## src/rtl/sound_sequencer_if.sv

```systemverilog
// Game-FSM to sound-sequencer link: trigger/code from the game side,
// audio line and playback status back from the sequencer.
interface sound_sequencer_if;
    logic       enable_sound;
    logic [9:0] sound_freq_in;
    logic       audio_out;
    logic       busy;
    logic [1:0] note_index;
    logic       done_pulse;

    modport master (
        output enable_sound, sound_freq_in,
        input  audio_out, busy, note_index, done_pulse
    );

    modport slave (
        input  enable_sound, sound_freq_in,
        output audio_out, busy, note_index, done_pulse
    );
endinterface

```

## src/rtl/sound_sequencer.sv

```systemverilog
// Plays a WIN (LO,MID,HI) or LOSE (HI,LO) melody as a square wave on the
// rising edge of enable_sound; reports busy, current note and completion.
module sound_sequencer #(
    parameter int unsigned NOTE_LEN = 12500000,
    parameter int unsigned GAP_LEN  = 2500000,
    parameter int unsigned DIV_LO   = 95556,
    parameter int unsigned DIV_MID  = 63776,
    parameter int unsigned DIV_HI   = 47778
) (
    input  logic             clk,
    input  logic             resetN,
    sound_sequencer_if.slave snd
);

    localparam logic [1:0] IDLE = 2'd0;
    localparam logic [1:0] NOTE = 2'd1;
    localparam logic [1:0] GAP  = 2'd2;
    localparam logic [1:0] DONE = 2'd3;

    localparam logic [26:0] NOTE_END = 27'(NOTE_LEN - 1);
    localparam logic [26:0] GAP_END  = 27'(GAP_LEN - 1);
    localparam logic [16:0] LO_END   = 17'(DIV_LO - 1);
    localparam logic [16:0] MID_END  = 17'(DIV_MID - 1);
    localparam logic [16:0] HI_END   = 17'(DIV_HI - 1);
    localparam bit          HAS_GAP  = (GAP_LEN != 0);

    logic [1:0]  state;
    logic        en_hist;
    logic        win;
    logic        audio;
    logic [1:0]  idx;
    logic [26:0] dur_cnt;
    logic [16:0] tone_cnt;

    logic        trig;
    logic        code_ok;
    logic        last_note;
    logic [16:0] div_end;

    // History resets high so a level already high at reset release is not an edge.
    assign trig    = snd.enable_sound & ~en_hist;
    assign code_ok = (snd.sound_freq_in == 10'd0) || (snd.sound_freq_in == 10'd1);

    always_comb begin
        div_end = LO_END;
        if (win) begin
            case (idx)
                2'd0:    div_end = LO_END;
                2'd1:    div_end = MID_END;
                default: div_end = HI_END;
            endcase
        end else begin
            div_end = (idx == 2'd0) ? HI_END : LO_END;
        end
    end

    assign last_note = win ? (idx == 2'd2) : (idx == 2'd1);

    always_ff @(posedge clk or negedge resetN) begin
        if (!resetN) begin
            state    <= IDLE;
            en_hist  <= 1'b1;
            win      <= 1'b0;
            audio    <= 1'b0;
            idx      <= 2'd0;
            dur_cnt  <= '0;
            tone_cnt <= '0;
        end else begin
            en_hist <= snd.enable_sound;
            case (state)
                IDLE: begin
                    if (trig && code_ok) begin
                        win      <= snd.sound_freq_in[0];
                        state    <= NOTE;
                        idx      <= 2'd0;
                        dur_cnt  <= '0;
                        tone_cnt <= '0;
                        audio    <= 1'b0;
                    end
                end
                NOTE: begin
                    if (dur_cnt == NOTE_END) begin
                        dur_cnt  <= '0;
                        tone_cnt <= '0;
                        audio    <= 1'b0;
                        if (last_note) begin
                            state <= DONE;
                            idx   <= 2'd0;
                        end else if (HAS_GAP) begin
                            state <= GAP;
                        end else begin
                            idx <= idx + 2'd1;
                        end
                    end else begin
                        dur_cnt <= dur_cnt + 27'd1;
                        if (tone_cnt == div_end) begin
                            tone_cnt <= '0;
                            audio    <= ~audio;
                        end else begin
                            tone_cnt <= tone_cnt + 17'd1;
                        end
                    end
                end
                GAP: begin
                    // Tone counter and audio were already cleared on entry.
                    if (dur_cnt == GAP_END) begin
                        state   <= NOTE;
                        idx     <= idx + 2'd1;
                        dur_cnt <= '0;
                    end else begin
                        dur_cnt <= dur_cnt + 27'd1;
                    end
                end
                default: begin
                    state <= IDLE;
                end
            endcase
        end
    end

    assign snd.audio_out  = audio;
    assign snd.busy       = (state == NOTE) || (state == GAP);
    assign snd.note_index = idx;
    assign snd.done_pulse = (state == DONE);

endmodule

```

## src/flat_wrapper.sv

```systemverilog
// flat-port wrapper written by rule: the top's interface ports become plain ports
module sound_sequencer_flat 
#(
    parameter int unsigned NOTE_LEN = 12500000,
    parameter int unsigned GAP_LEN  = 2500000,
    parameter int unsigned DIV_LO   = 95556,
    parameter int unsigned DIV_MID  = 63776,
    parameter int unsigned DIV_HI   = 47778
)
  (clk, resetN, snd_enable_sound, snd_sound_freq_in, snd_audio_out, snd_busy, snd_note_index, snd_done_pulse);
  sound_sequencer_if snd_i ();
  input  logic clk;
  input  logic resetN;
  input wire logic [$bits(snd_i.enable_sound)-1:0] snd_enable_sound;
  input wire logic [$bits(snd_i.sound_freq_in)-1:0] snd_sound_freq_in;
  output wire logic [$bits(snd_i.audio_out)-1:0] snd_audio_out;
  output wire logic [$bits(snd_i.busy)-1:0] snd_busy;
  output wire logic [$bits(snd_i.note_index)-1:0] snd_note_index;
  output wire logic [$bits(snd_i.done_pulse)-1:0] snd_done_pulse;
  assign snd_i.enable_sound = snd_enable_sound;
  assign snd_i.sound_freq_in = snd_sound_freq_in;
  assign snd_audio_out = snd_i.audio_out;
  assign snd_busy = snd_i.busy;
  assign snd_note_index = snd_i.note_index;
  assign snd_done_pulse = snd_i.done_pulse;
  sound_sequencer #(.NOTE_LEN(NOTE_LEN), .GAP_LEN(GAP_LEN), .DIV_LO(DIV_LO), .DIV_MID(DIV_MID), .DIV_HI(DIV_HI)) u_core (.clk(clk), .resetN(resetN), .snd(snd_i));
endmodule
```

## config.mk

```make
export PLATFORM = sky130hd
export DESIGN_NAME = sound_sequencer_flat
export DESIGN_NICKNAME = d
export VERILOG_FILES = /design/src/rtl/sound_sequencer_if.sv /design/src/rtl/sound_sequencer.sv /design/src/flat_wrapper.sv
export SDC_FILE = /design/constraint.sdc
export NUM_CORES = 1
export LEC_CHECK = 0
export BUFFER_PORTS_ARGS = -buffer_cell sky130_fd_sc_hd__buf_2
export CAP_MARGIN = 30
export CORE_MARGIN = 8
export CORE_UTILIZATION = 30
export DETAILED_ROUTE_END_ITERATION = 16
export GPL_TIMING_DRIVEN = 0
export HOLD_SLACK_MARGIN = 0.05
export PLACE_DENSITY_LB_ADDON = 0.05
export SYNTH_ARGS = -nofsm -noshare
export SYNTH_HDL_FRONTEND = slang
export SYNTH_SLANG_ARGS = --single-unit
```

## constraint.sdc

```tcl
create_clock -name clk -period 3.9 [get_ports clk]
set_input_delay 0.585 -clock clk [delete_from_list [all_inputs] [get_ports clk]]
set_output_delay 0.585 -clock clk [all_outputs]
set_load 0.02 [all_outputs]
```

# After elaboration in Yosys (flattened, before gate mapping)
# Cells that the tools add are included.
# op_classes
muxes	26
reduce_logical	14
n_eq_ne	14
n_bitwise	3
add_sub_neg	3
# ops
operator	count
17-bit 2-to-1 mux	5
27-bit 2-to-1 mux	3
27-bit case mux with 3 select lines	1
17-bit case mux with 2 select lines	2
27-bit by 1-bit adder with 27-bit output (second input constant)	1
27-bit by 22-bit == test with 1-bit output (second input constant)	1
27-bit by 24-bit == test with 1-bit output (second input constant)	1
17-bit by 1-bit adder with 17-bit output (second input constant)	1
17-bit == test	1
2-bit 2-to-1 mux	7
2-bit case mux with 3 select lines	2
10-bit by 1-bit == test with 1-bit output (second input constant)	1
10-bit zero test	1
2-bit by 1-bit inequality test with 1-bit output (second input constant)	4
2-bit == test (second input constant)	3
2-bit AND reduction	3
3-bit AND reduction	2
1-bit 2-to-1 mux	5
5-bit AND reduction	1
2-bit by 1-bit == test with 1-bit output (second input constant)	2
2-bit zero test	2
3-bit by 1-bit inequality test with 1-bit output (second input constant)	1
3-bit nonzero test	1
2-bit by 1-bit adder with 2-bit output (second input constant)	1
6 further kinds	8
# totals
out_inout_bits	5
input_bits	13
elab_cells	67
register_bits	51

# Depth between registers and ports, before layout
# logic_depth
word_depth	7
mapped_depth	9

# Least setup slack after synthesis
# No wires, ideal clock.
# synth_path
kind	register -> register
startpoint	register u_core.dur_cnt[14]
endpoint	register u_core.dur_cnt[13]
path_stages_with_launch	8
t_arrival_ns	2.532
n_path_buf	1
synth_period_minus_slack_ns	2.650
required_time_ns	3.781
slack_ns	1.250
setup_time_ns	0.119
cell_sequence	dfrtp_1 > or4b_1 > or4_4 > o41ai_4 > nand2_1 > a21oi_4 > buf_4 > nor2_1
# synth_via
elab_chain_len	3
# synth_rtl
element	line_no	text
start, declared	sound_sequencer.sv:32	logic [26:0] dur_cnt;
start signal, assigned	sound_sequencer.sv:95	dur_cnt <= dur_cnt + 27'd1;
start signal, assigned	sound_sequencer.sv:111	dur_cnt <= dur_cnt + 27'd1;
27-bit by 22-bit == test with 1-bit output / 27-bit by 24-bit == test with 1-bit output (equally long branches)	sound_sequencer.sv:106, sound_sequencer.sv:82	
27-bit 2-to-1 mux (on tied branches)	sound_sequencer.sv:106, sound_sequencer.sv:82	
27-bit case mux with 3 select lines (*)	sound_sequencer.sv:70	case (state)
# Mark *: on every way between the ends. The rest lies on a longest branch, timed or not.
# A chain may end at the register's enable or synchronous reset.

# Worst setup path in the final report
# layout_path
startpoint	register u_core.dur_cnt[22]
endpoint	register u_core.dur_cnt[12]
# The elaborated chain is that of the path after synthesis.

==> flow_summary.json <==
{
  "synth_cell_types": 52,
  "max_stage_delay_ns": 0.59,
  "vias": 2343,
  "cp_top_family": "simple AND/OR/NAND/NOR gates",
  "synth_async_sr_flop_share_pct": 100,
  "drt_wl_total_um": 7340,
  "rsz0062_at_grt": "no",
  "synth_nets": 342,
  "syn_area_um2": 2960,
  "grt_use_total_pct": 11.8,
  "drc": 0,
  "grtUsageMet1_pct": 14.5,
  "ctsResizeCount": 0,
  "finalCriticalPeriod_ns": 3.04,
  "top_usage_layer": "met2",
  "grt_start_max_net_pins": 37,
  "drv_cap": 0,
  "peakVddDrop_mv": 0.160,
  "drtIter0Drc": 126,
  "fmax_mhz": 329,
  "arrival_ns": 3.24,
  "cp_data_required_time_ns": 4.10,
  "dr.pass1.iters": 4,
  "critical_path_class": "reg2reg",
  "start_util_pct": 30.6,
  "slew-limit-headroom_pct": 45.2,
  "rr_worst_depth": 7,
  "syn_inst": 319,
  "area.growth.synth_to_final_pct": 13.1,
  "status": "completed",
  "ys_warn_count": 0,
  "postSynthAreaPerCell_um2": 9.28,
  "path_clk_slew_ns": 0.11,
  "cp_slowest_cell": "or4_4",
  "use_met3_pct": 2.31,
  "fillCellCount": 1028,
  "postRouteAntennaNets": 0,
  "final_hold_viol_count": 0,
  "yosysSeqAreaShare_pct": 43.2,
  "drive_above_1_share_pct": 12.5,
  "worstPathBufferInverterCount": 1,
  "grt_pass1_wl_um": 12300,
  "io_pins": 18,
  "startpoint_type": "flop",
  "dpl.hpwl_um": 5410,
  "skew_ns": 0.0151,
  "whs_ns": 0.190,
  "nets": 367,
  "die_h_um": 115,
  "p_per_area_nw_per_um2": 497,
  "cts_tree": "built",
  "clock_path_buffers": 2,
  "post-cts-setup-buffers": 0,
  "setup_viol": 0,
  "cts_buffers": 5,
  "hp-class": "in2async",
  "finish.utilization_pct": 34.6,
  "worstReg2RegEnd": "u_core.dur_cnt[12]",
  "antenna_cells": 0,
  "period_share_pct": 78.0,
  "first_global_vias": 2359,
  "grt_overflow_total": 0,
  "placementRows": 36,
  "setup_tns_ns": 0,
  "worstMarginPinSlew_ns": 0.814,
  "gp_congestion": 0.749,
  "crit_fanout": 10,
  "htreeDepth": 2,
  "hold_buffers": 0,
  "r2r-start": "u_core.dur_cnt[22]",
  "antenna_found_initial": 0,
  "clock-sinks": 51,
  "r2r_slack_ns": 0.86,
  "yosys_most_used_dff": "dfrtp_1",
  "gr-usage-met2_pct": 20.5,
  "final_max_slew_viol_count": 0,
  "p_leak_uw": 0.00142,
  "crit_chain": "or4b_1 > or4_4 > o31ai_2 > nand2_1 > a21oi_4 > buf_4 > nor2_1",
  "portBuffers": 17,
  "end_kind": "flop",
  "insertion_delay_ns": 0.31,
  "ys_seq_elements": 51,
  "routed_via_density": 4.90,
  "die_area_um2": 13300,
  "wl_per_cell_um": 15.3,
  "cts_root_buf": "clkbuf_8",
  "synth-edff-count": 0,
  "core_um2": 9680,
  "fp.dieW_um": 115
}
## stage by stage
stage          worst slack (ns)  std cells  cell area [µm²]  power (µW)
2_1_floorplan              1.25        319             2960        1080
3_3_place_gp              0.870        469             3210        1280
3_5_place_dp              0.833        470             3230        1280
4_1_cts                   0.818        478             3350        1700
5_1_grt                   0.726        478             3350        1790
6_report                  0.858        478             3350        1660
## area by class of cell
cell class	instances	area, µm²	share of cell area (%)
Tap cell	133	166	4.97
Clock buffer	6	82.6	2.47
Multi-Input combinational cell	252	1620	48.3
Timing Repair Buffer	18	105	3.14
Sequential cell	51	1280	38.1
Buffer	5	23.8	0.710
Inverter	11	41.3	1.23
Clock inverter	2	35.0	1.05
## logic make-up after synthesis
| logic type | synth area share [%] |
|---|---|
| flops | 43.2 |
| buf+inv | 2.20 |
| compound gates | 10.4 |
| mux | 1.69 |
| xor+xnor | 9.76 |
| fa+ha+maj | 4.23 |
| simple gates | 28.5 |
## worst reg2reg max path, cell delays in order (launching register included)
cell     delay (ns)
dfrtp_1        0.47
or4b_1         0.49
or4_4          0.59
o31ai_2        0.50
nand2_1        0.20
a21oi_4        0.37
buf_4          0.25
nor2_1         0.06
## power by group
group / total (µW) / leakage [µW] / switching, µW / internal, µW
clock: 405 / 0.0000612 / 196 / 208
combinational: 646 / 0.000660 / 442 / 204
sequential: 612 / 0.000703 / 43.6 / 569
## sequential cells by signal, indices dropped and copies added (netlist names)
signal,cells
u_core.dur_cnt,27
u_core.en_hist,1
u_core.snd.audio_out,1
u_core.snd.note_index,2
u_core.state,2
u_core.tone_cnt,17
u_core.win,1
## cells in the mapped netlist, types with 5 or more instances
master / instances / area, µm²
xor2_1: 16 / 140
nor2_1: 43 / 161
o21ai_0: 10 / 50.1
and3_1: 7 / 43.8
inv_1: 11 / 41.3
and4_1: 5 / 43.8
dfrtp_1: 50 / 1250
nor4_1: 9 / 56.3
nand3_1: 20 / 100
nand2_1: 37 / 139
nand4_1: 16 / 100
ha_1: 10 / 125
xnor2_1: 17 / 149
a21oi_1: 8 / 40.0
mux2i_1: 5 / 50.1
## worst max-delay path by stage
stage                            start                   to  slack [ns]  cells past startpoint
global placement     u_core.dur_cnt[9]  u_core.tone_cnt[12]        0.87                      7
global route         u_core.dur_cnt[9]   u_core.dur_cnt[11]        0.73                      7
floorplan           u_core.dur_cnt[14]   u_core.dur_cnt[13]        1.25                      7
CTS                  u_core.dur_cnt[9]   u_core.dur_cnt[11]        0.82                      7
detailed placement   u_core.dur_cnt[9]   u_core.dur_cnt[11]        0.83                      7
finish              u_core.dur_cnt[22]   u_core.dur_cnt[12]        0.86                      7
## placed cells by master, fill, tap and decap left out, drive strengths merged, types with 2 or more instances in the layout
master,Yosys,layout
or3,2,2
o31ai,3,3
nor2,43,43
dfrtp,50,50
nand3,21,21
or4,3,3
nor3,4,4
and3,8,8
nand2,37,37
mux2i,5,5
nand2b,4,4
or4b,4,4
inv,11,11
nor3b,2,2
o21ai,10,10
o311ai,3,3
xor2,16,16
nor2b,2,2
nand4,16,16
a21oi,11,11
ha,10,10
a22o,2,2
buf,2,20
and4,5,5
clkbuf,3,9
xnor2,17,17
nor4,9,9
## layer usage
metal  vias to the layer above  routed length, µm
met1                      1127               3540
met3                         4                151
met2                        17               3580
met4                         0                 57
met5                         -                  0
li1                       1195                  -
Power figures use the tool's default switching activity.
